[src/rtl/bcd_seg7_scanner_if.sv]
// Digit inputs and display pins shared between the stopwatch BCD counter
// and the 3-digit multiplexed 7-segment scanner.
interface bcd_seg7_scanner_if;
    logic [3:0] s1;
    logic [3:0] s0;
    logic [3:0] ms0;
    logic       hold;
    logic       blank;
    logic [6:0] seg;
    logic       dp;
    logic [2:0] an;

    modport master (
        output s1, s0, ms0, hold, blank,
        input  seg, dp, an
    );

    modport slave (
        input  s1, s0, ms0, hold, blank,
        output seg, dp, an
    );
endinterface

[src/rtl/bcd_seg7_scanner.sv]
// Snapshots s1/s0/ms0 and scans them onto a common-anode 3-digit display
// as "s1 s0 . ms0" with per-slot anti-ghost blanking and leading-zero blanking.
//
//  state | meaning
//  DIG0  | ms0 slot, an[0] driven
//  DIG1  | s0 slot,  an[1] driven, decimal point lit
//  DIG2  | s1 slot,  an[2] driven unless leading zero is suppressed
module bcd_seg7_scanner #(
    parameter int REFRESH_DIV  = 100_000,
    parameter int BLANK_CYCLES = 4,
    parameter int LZB          = 1
) (
    input  logic                clk,
    input  logic                rst_n,
    bcd_seg7_scanner_if.slave   bus
);
    localparam int CW = $clog2(REFRESH_DIV);

    typedef enum logic [1:0] {
        DIG0 = 2'd0,
        DIG1 = 2'd1,
        DIG2 = 2'd2
    } state_t;

    state_t        r_state;
    state_t        w_state_nxt;
    logic [CW-1:0] r_cnt;
    logic          w_tc;
    logic [3:0]    r_s1;
    logic [3:0]    r_s0;
    logic [3:0]    r_ms0;
    logic [3:0]    w_digit;
    logic          w_show;
    logic [6:0]    r_seg;
    logic [6:0]    w_seg;
    logic          r_dp;
    logic          w_dp;
    logic [2:0]    r_an;
    logic [2:0]    w_an;

    function automatic logic [6:0] f_decode(input logic [3:0] d);
        case (d)
            4'd0:    f_decode = 7'h40;
            4'd1:    f_decode = 7'h79;
            4'd2:    f_decode = 7'h24;
            4'd3:    f_decode = 7'h30;
            4'd4:    f_decode = 7'h19;
            4'd5:    f_decode = 7'h12;
            4'd6:    f_decode = 7'h02;
            4'd7:    f_decode = 7'h78;
            4'd8:    f_decode = 7'h00;
            4'd9:    f_decode = 7'h10;
            default: f_decode = 7'h3F;
        endcase
    endfunction

    assign w_tc = (r_cnt == CW'(REFRESH_DIV - 1));

    always_ff @(posedge clk or negedge rst_n) begin
        if (!rst_n) begin
            r_state <= DIG0;
            r_cnt   <= '0;
            r_s1    <= 4'd0;
            r_s0    <= 4'd0;
            r_ms0   <= 4'd0;
            r_seg   <= 7'h7F;
            r_dp    <= 1'b1;
            r_an    <= 3'b111;
        end else begin
            r_state <= w_state_nxt;
            r_cnt   <= w_tc ? '0 : r_cnt + 1'b1;
            // All three digits move together so a carry never tears the display.
            if (!bus.hold) begin
                r_s1  <= bus.s1;
                r_s0  <= bus.s0;
                r_ms0 <= bus.ms0;
            end
            r_seg   <= w_seg;
            r_dp    <= w_dp;
            r_an    <= w_an;
        end
    end

    always_comb begin
        w_state_nxt = r_state;
        w_digit     = r_ms0;
        w_an        = 3'b111;
        w_dp        = 1'b1;
        w_seg       = 7'h7F;
        w_show      = (r_cnt >= CW'(BLANK_CYCLES)) && !bus.blank;
        case (r_state)
            DIG0: begin
                w_digit = r_ms0;
                if (w_show) w_an = 3'b110;
                if (w_tc) w_state_nxt = DIG1;
            end
            DIG1: begin
                w_digit = r_s0;
                if (w_show) begin
                    w_an = 3'b101;
                    w_dp = 1'b0;
                end
                if (w_tc) w_state_nxt = DIG2;
            end
            DIG2: begin
                w_digit = r_s1;
                if (w_show && !((LZB != 0) && (r_s1 == 4'd0))) w_an = 3'b011;
                if (w_tc) w_state_nxt = DIG0;
            end
            default: w_state_nxt = DIG0;
        endcase
        if (w_an != 3'b111) w_seg = f_decode(w_digit);
    end

    assign bus.seg = r_seg;
    assign bus.dp  = r_dp;
    assign bus.an  = r_an;
endmodule

[src/flat_wrapper.sv]
// flat-port wrapper written by rule: the top's interface ports become plain ports
module bcd_seg7_scanner_flat 
#(
    parameter int REFRESH_DIV  = 100_000,
    parameter int BLANK_CYCLES = 4,
    parameter int LZB          = 1
)
  (clk, rst_n, bus_s1, bus_s0, bus_ms0, bus_hold, bus_blank, bus_seg, bus_dp, bus_an);
  bcd_seg7_scanner_if bus_i ();
  input  logic clk;
  input  logic rst_n;
  input wire logic [$bits(bus_i.s1)-1:0] bus_s1;
  input wire logic [$bits(bus_i.s0)-1:0] bus_s0;
  input wire logic [$bits(bus_i.ms0)-1:0] bus_ms0;
  input wire logic [$bits(bus_i.hold)-1:0] bus_hold;
  input wire logic [$bits(bus_i.blank)-1:0] bus_blank;
  output wire logic [$bits(bus_i.seg)-1:0] bus_seg;
  output wire logic [$bits(bus_i.dp)-1:0] bus_dp;
  output wire logic [$bits(bus_i.an)-1:0] bus_an;
  assign bus_i.s1 = bus_s1;
  assign bus_i.s0 = bus_s0;
  assign bus_i.ms0 = bus_ms0;
  assign bus_i.hold = bus_hold;
  assign bus_i.blank = bus_blank;
  assign bus_seg = bus_i.seg;
  assign bus_dp = bus_i.dp;
  assign bus_an = bus_i.an;
  bcd_seg7_scanner #(.REFRESH_DIV(REFRESH_DIV), .BLANK_CYCLES(BLANK_CYCLES), .LZB(LZB)) u_core (.clk(clk), .rst_n(rst_n), .bus(bus_i));
endmodule
[config.mk]
export PLATFORM = sky130hd
export DESIGN_NAME = bcd_seg7_scanner_flat
export DESIGN_NICKNAME = d
export VERILOG_FILES = /design/src/rtl/bcd_seg7_scanner_if.sv /design/src/rtl/bcd_seg7_scanner.sv /design/src/flat_wrapper.sv
export SDC_FILE = /design/constraint.sdc
export NUM_CORES = 1
export LEC_CHECK = 0
export BUFFER_PORTS_ARGS = -buffer_cell sky130_fd_sc_hd__buf_2
export CORE_ASPECT_RATIO = 0.8
export CORE_MARGIN = 2
export CORE_UTILIZATION = 45
export CTS_CLUSTER_SIZE = 25
export DETAILED_ROUTE_END_ITERATION = 10
export PLACE_DENSITY_LB_ADDON = 0.25
export RECOVER_POWER = 100
export SLEW_MARGIN = 15
export SYNTH_ARGS = -nofsm -noshare
export SYNTH_HDL_FRONTEND = slang
export SYNTH_SLANG_ARGS = --single-unit
[constraint.sdc]
create_clock -name clk -period 3.8 [get_ports clk]
set_input_delay 1.14 -clock clk [delete_from_list [all_inputs] [get_ports clk]]
set_output_delay 1.14 -clock clk [all_outputs]
set_load 0.05 [all_outputs]
Word-level counts from Yosys, hierarchy flattened
Memories as Yosys holds them, arrays and structs flattened.
Cells that the tools add are included.

word-level totals
  bits in registers = 42
  bits in read-only memories = 112
  bits of input ports = 16
  output and inout port bits = 11
  memories = 1

cells by class
  add/subtract/negate cells = 1
  $lt $le $gt $ge = 1
  equal/unequal tests = 7
  mux-type cells = 13
  reductions and logical operators = 7

memory list
  name              words  width  rd ports  clocked after memory_dff  write ports  RTL line                text
  (name not given)  16     7      1         0                         0            bcd_seg7_scanner.sv:42  case (d)

operators by type and width
  operator                                                            count
  adder 17 x 1 -> 17 bit, second input constant                       1
  equality test 17 bit, second input constant                         1
  greater-or-equal comparator 17 x 3 -> 1 bit, second input constant  1
  2-to-1 mux 17 bit                                                   1
  case mux 3 bit (3 select lines)                                     1
  2-to-1 mux 2 bit                                                    4
  case mux 4 bit (2 select lines)                                     1
  2-to-1 mux 7 bit                                                    1
  != test 2 x 1 -> 1 bit, second input constant                       3
  case mux 2 bit (3 select lines)                                     1
  zero test 4 bit                                                     1
  2-to-1 mux 1 bit                                                    3
  2-to-1 mux 3 bit                                                    1
  != test 3 bit, second input constant                                1
  AND reduction 3 bit                                                 1
  equality test 2 x 1 -> 1 bit, second input constant                 1
  equality test 2 bit, second input constant                          1
  logical AND 1 bit                                                   2
  zero test 1 bit                                                     2
  zero test 2 bit                                                     1

Logic depth before layout (Yosys ltp)
  word-level depth = 7
  gate-level depth with buffers = 11
  gate-level depth less buffers = 10

Least setup slack after synthesis
No wires, ideal clock.

  path kind = reg2reg
  from = register u_core.r_state[0]
  to = register u_core.r_seg[3], in the netlist u_core.bus.seg[3]
  setup time = 92 ps
  data arrival time = 2103 ps
  required time = 3708 ps
  slack = 1605 ps
  stages on the path, launching flop included = 10
  path through = dfrtp_1 ha_1 buf_2 a22o_1 mux2i_1 inv_1 ha_1 mux2_2 o21ai_0 nand2_1

between the ends
  word-level cells in the longest chain between the ends = 4
  elaborated cells on any way between the ends = 8

RTL lines
  item                                                                                       RTL line                 text
  start: declaration                                                                         bcd_seg7_scanner.sv:25   state_t r_state;
  start signal: assignment                                                                   bcd_seg7_scanner.sv:70   r_state <= w_state_nxt;
  equality test 2 bit (tied with other cells)                                                bcd_seg7_scanner.sv:91   case (r_state)
  case mux 4 bit (2 select lines) / case mux 3 bit (3 select lines) (equally long branches)  bcd_seg7_scanner.sv:91
  memory (16 x 7 bit) / != test 3 bit (equally long branches)                                n/a
  2-to-1 mux 7 bit (*)                                                                       bcd_seg7_scanner.sv:112  if (w_an != 3'b111) w_seg = f_decode(w_digit);
  via u_core.w_seg[3]                                                                        bcd_seg7_scanner.sv:35   logic [6:0] w_seg;
  end signal: assignment                                                                     bcd_seg7_scanner.sv:78   r_seg <= w_seg;
  end: declaration                                                                           bcd_seg7_scanner.sv:34   logic [6:0] r_seg;

The timed path passes the listed nets; every way through them passes the cells marked *.
A chain may end at the register's enable or synchronous reset.

Final worst setup path
  from = register u_core.r_cnt[13]
  to = register u_core.r_state[1]

between the ends
  word-level cells in the longest chain between the ends = 3
  elaborated cells on any way between the ends = 5

RTL lines
  item                                      RTL line                text
  start: declaration                        bcd_seg7_scanner.sv:27  logic [CW-1:0] r_cnt;
  start signal: assignment                  bcd_seg7_scanner.sv:71  r_cnt <= w_tc ? '0 : r_cnt + 1'b1;
  equality test 17 bit (*)                  bcd_seg7_scanner.sv:57  assign w_tc = (r_cnt == CW'(REFRESH_DIV - 1));
  != test 2 x 1 -> 1 bit (no source line)   n/a
  AND reduction 3 bit (no source line) (*)  n/a

Every way passes the cells marked *; elsewhere a longest branch is shown, timed or not.

==> results.md <==
- Tot GR Track Use: 16.5%
- Syn Area/Cell: 11.4 um^2
- Initial antenna violation count: 0
- Clock root cell: clkbuf_8
- CTS tree: yes
- VDD IR-drop max: 0.000204 V
- Worst skew pair latency: 290 ps
- Overall power: 0.892 mW
- CP max stage delay: 1520 ps
- Hold depth: 1
- Largest net degree at the start of global routing: 43
- Final Worst Setup Slack: 838 ps
- Distinct cell type count after synthesis: 42
- CP Class: register to register
- Placed cell areas: 0.00233 mm^2
- Startpoint types: register
- Data arrival time of the worst path: ~3200 ps
- R2R depth: 5
- HP Class: register to register
- Worst slew margin relative to its limit: -43.6%
- WP buf/inv: 0
- Via count of the first global-routing pass: 1439
- Routed len/inst: 13.6 um
- Post-CTS setup buffers: 0
- Nets: about 250
- Slew Viols, Final: between 50 and 60
- Chain of cells forming the critical path: nor4_4 -> nand2_2 -> nor4_1 -> o21ai_0 -> o31ai_1
- Gate power share: around an eighth
- CTS buffer count: 5
- Remaining antenna violation count: 0
- Min Tclk post-route: 2960 ps
- Number of antenna diodes: 0
- Core area: ~0.0046 mm^2
- Finished Cell Area: 0.00238 mm^2
- Storage element area: 0.00106 mm^2
- Via density: 5.08
- Pre-CTS setup slack: 1370 ps
- Layout cells sized above 1: 26.1%
- Vias: 1412
- Syn Inst Count: 190
- Top delay family on crit path: simple AND/OR/NAND/NOR gates
- Final hold violation count: 0
- # fillers: 413
- Syn-to-layout area delta: 10.3%
- Cell depth of the worst setup path: 5
- Flop pwr share: 54.3%
- CTS H-tree lvls: 2
- Net load switching power: 0.233 mW
- Area occupied by multi-input gates: between 0.001 and 0.0015 mm^2
- Worst slew pin tran: 2150 ps
- Drt pass-1 iters: 4
- Lkg Pwr: about 1.0 nW
- Clock power share: 32.8%
- Routed wire length: around 3800 um
- Clk_skew: 9.96 ps
- Final setup viols: 0
- Failing checks: max-capacitance violations, max-slew violations
- Slowest CP cell: nor4_1
- Syn_nets: 218
- F_max: about 0.34 GHz
- Die Area: approximately 0.0054 mm^2
- Outcome: complete, but fails checks
- Most frequent cells in the layout: 31 x dfrtp_1, 18 x nor2_1, 15 x clkbuf_1
- CTS clk-pin slew, worst paths: 80 ps
- Core Rows: 22
- Die Width: 81.5 um
- Seq cells post-synth: 42
- MaxCap Viol Count: 2
- PD cells: 375 mW/mm^2
- Period utilisation layout: 78.0%
- I/O Buffers: 26
- First-pass GRT wire length: 6780 um
- Io pins: 27
- CTS Buffer Depth: 2
- CP endpoint kind: register
- Data required, critical path: around 4000 ps
- Starting Density: 47.0%
- Post-CTS Hold Fix Bufs: 0
- Cts repair resizes: 0
- Synth warn: 0
- RSZ-0062 raised after global routing: false
- Routability Congestion: 0.794
- Die H: 66.0 um
- Critical path fanouts, max: 13
- Sink Count: 42
- Post-route setup TNS: 0 ps
- Seq/Total Area, Yosys: 49.3%
- DP Wirelength: 2720 um
- Commonest non-fill, non-tap cell in the layout: dfrtp_1
- Switching share of power: 26.1%
- GR Overflow Total: 0
- Post-Syn Area: 0.00216 mm^2
- Post-route DRC: 0
- Initial detailed-routing violation count: 44
- Pint: between 0.6 and 0.7 mW
-- cells by family (layout without fill, tap and decap cells) --
family	Yosys count	after routing	synth area share [%]
adders and majority gates	12	12	6.95
and+or+nand+nor	60	60	15.5
xor gates and xnor gates	15	15	6.08
AOI/OAI and AO/OA	30	30	10.6
buffers and inverters	15	43	3.30
DFF	42	42	49.3
muxes	16	16	8.23
-- registers in the layout (all words and copies together), names as in the netlist --
signal	cells
u_core.bus.seg	7
u_core.bus.dp	1
u_core.r_s0	4
u_core.r_state	2
u_core.r_s1	4
u_core.r_cnt	17
u_core.r_ms0	4
u_core.bus.an	3
-- layout make-up --
class	instances	area share, %
timing repair buffer	26	4.73
multi-input combinational	133	42.2
clock buffer	7	3.62
clock inverter	1	0.210
sequential	42	44.7
tap	60	3.15
inverter	9	1.42
-- metal layers --
layer	part of all wire (%)	GRT usage [%]	vias up
li1	-	-	716
met1	53	25.5	660
met2	41	22.7	29
met3	4.9	3.96	7
met4	0.90	4.45	0
met5	0	0	-
-- final timing paths --
kind / from / end / slack (ps)
setup reg to reg: u_core.r_cnt[13]$_DFF_PN0_ / u_core.r_state[1]$_DFFE_PN0P_ / 840
min in group asynchronous: rst_n / u_core.r_s1[2]$_DFFE_PN0N_ / 1470
max in group asynchronous: rst_n / u_core.r_cnt[10]$_DFF_PN0_ / 1090
setup / recovery: u_core.r_cnt[13]$_DFF_PN0_ / u_core.r_state[1]$_DFFE_PN0P_ / 840
hold reg to reg: u_core.r_cnt[14]$_DFF_PN0_ / u_core.r_cnt[14]$_DFF_PN0_ / 510
hold / removal: u_core.r_cnt[14]$_DFF_PN0_ / u_core.r_cnt[14]$_DFF_PN0_ / 510
-- power groups by stage --
stage	Sequential [mW]	Clock, mW	Combinational, mW
after floorplan	0.522	0	0.0551
after global placement	0.493	0	0.119
after detailed placement	0.493	0	0.120
after CTS	0.484	0.305	0.120
after global routing	0.487	0.323	0.130
final	0.484	0.293	0.115
-- synth_stat cells --
library cell	n	share of area, %
dfrtp_1	31	36
nor2_1	18	3.1
mux2_2	14	7.3
nand2_1	13	2.3
ha_1	12	7.0
dfstp_2	11	13
xnor2_1	10	4.1
inv_1	9	1.6
nand3_1	8	1.9
o21ai_0	7	1.6
nand4_1	5	1.4
xor2_1	5	2.0
a21oi_1	4	0.93
nor4_1	4	1.2
a21o_1	3	1.0
a22oi_1	3	1.0
buf_2	3	0.70
mux2i_1	2	0.93
nor3_1	2	0.46
nor4_2	2	1.2
nor4_4	2	2.0
o21ai_2	2	0.81
a2111o_1	1	0.52
a211o_1	1	0.41
a211oi_1	1	0.35
a21oi_2	1	0.41
a22o_1	1	0.41
a41o_2	1	0.52
a41oi_1	1	0.41
and2b_2	1	0.41
and3_1	1	0.29
and3_2	1	0.35
buf_1	1	0.17
buf_4	1	0.35
buf_6	1	0.52
nand2_2	1	0.29
nor3_2	1	0.46
o21a_1	1	0.35
o22a_2	1	0.46
o31ai_1	1	0.35
o31ai_4	1	0.98
or2_2	1	0.29
-- metrics by stage --
stage / std cells / hold WS [ps] / util, %
final: 278 / 512 / 51.8
after global routing: 278 / 537 / 51.8
after CTS: 278 / 514 / 52.6
after detailed placement: 270 / 501 / 50.6
after global placement: 270 / 494 / 50.6
after floorplan: 190 / 469 / -
Power figures use the tool's default switching activity.
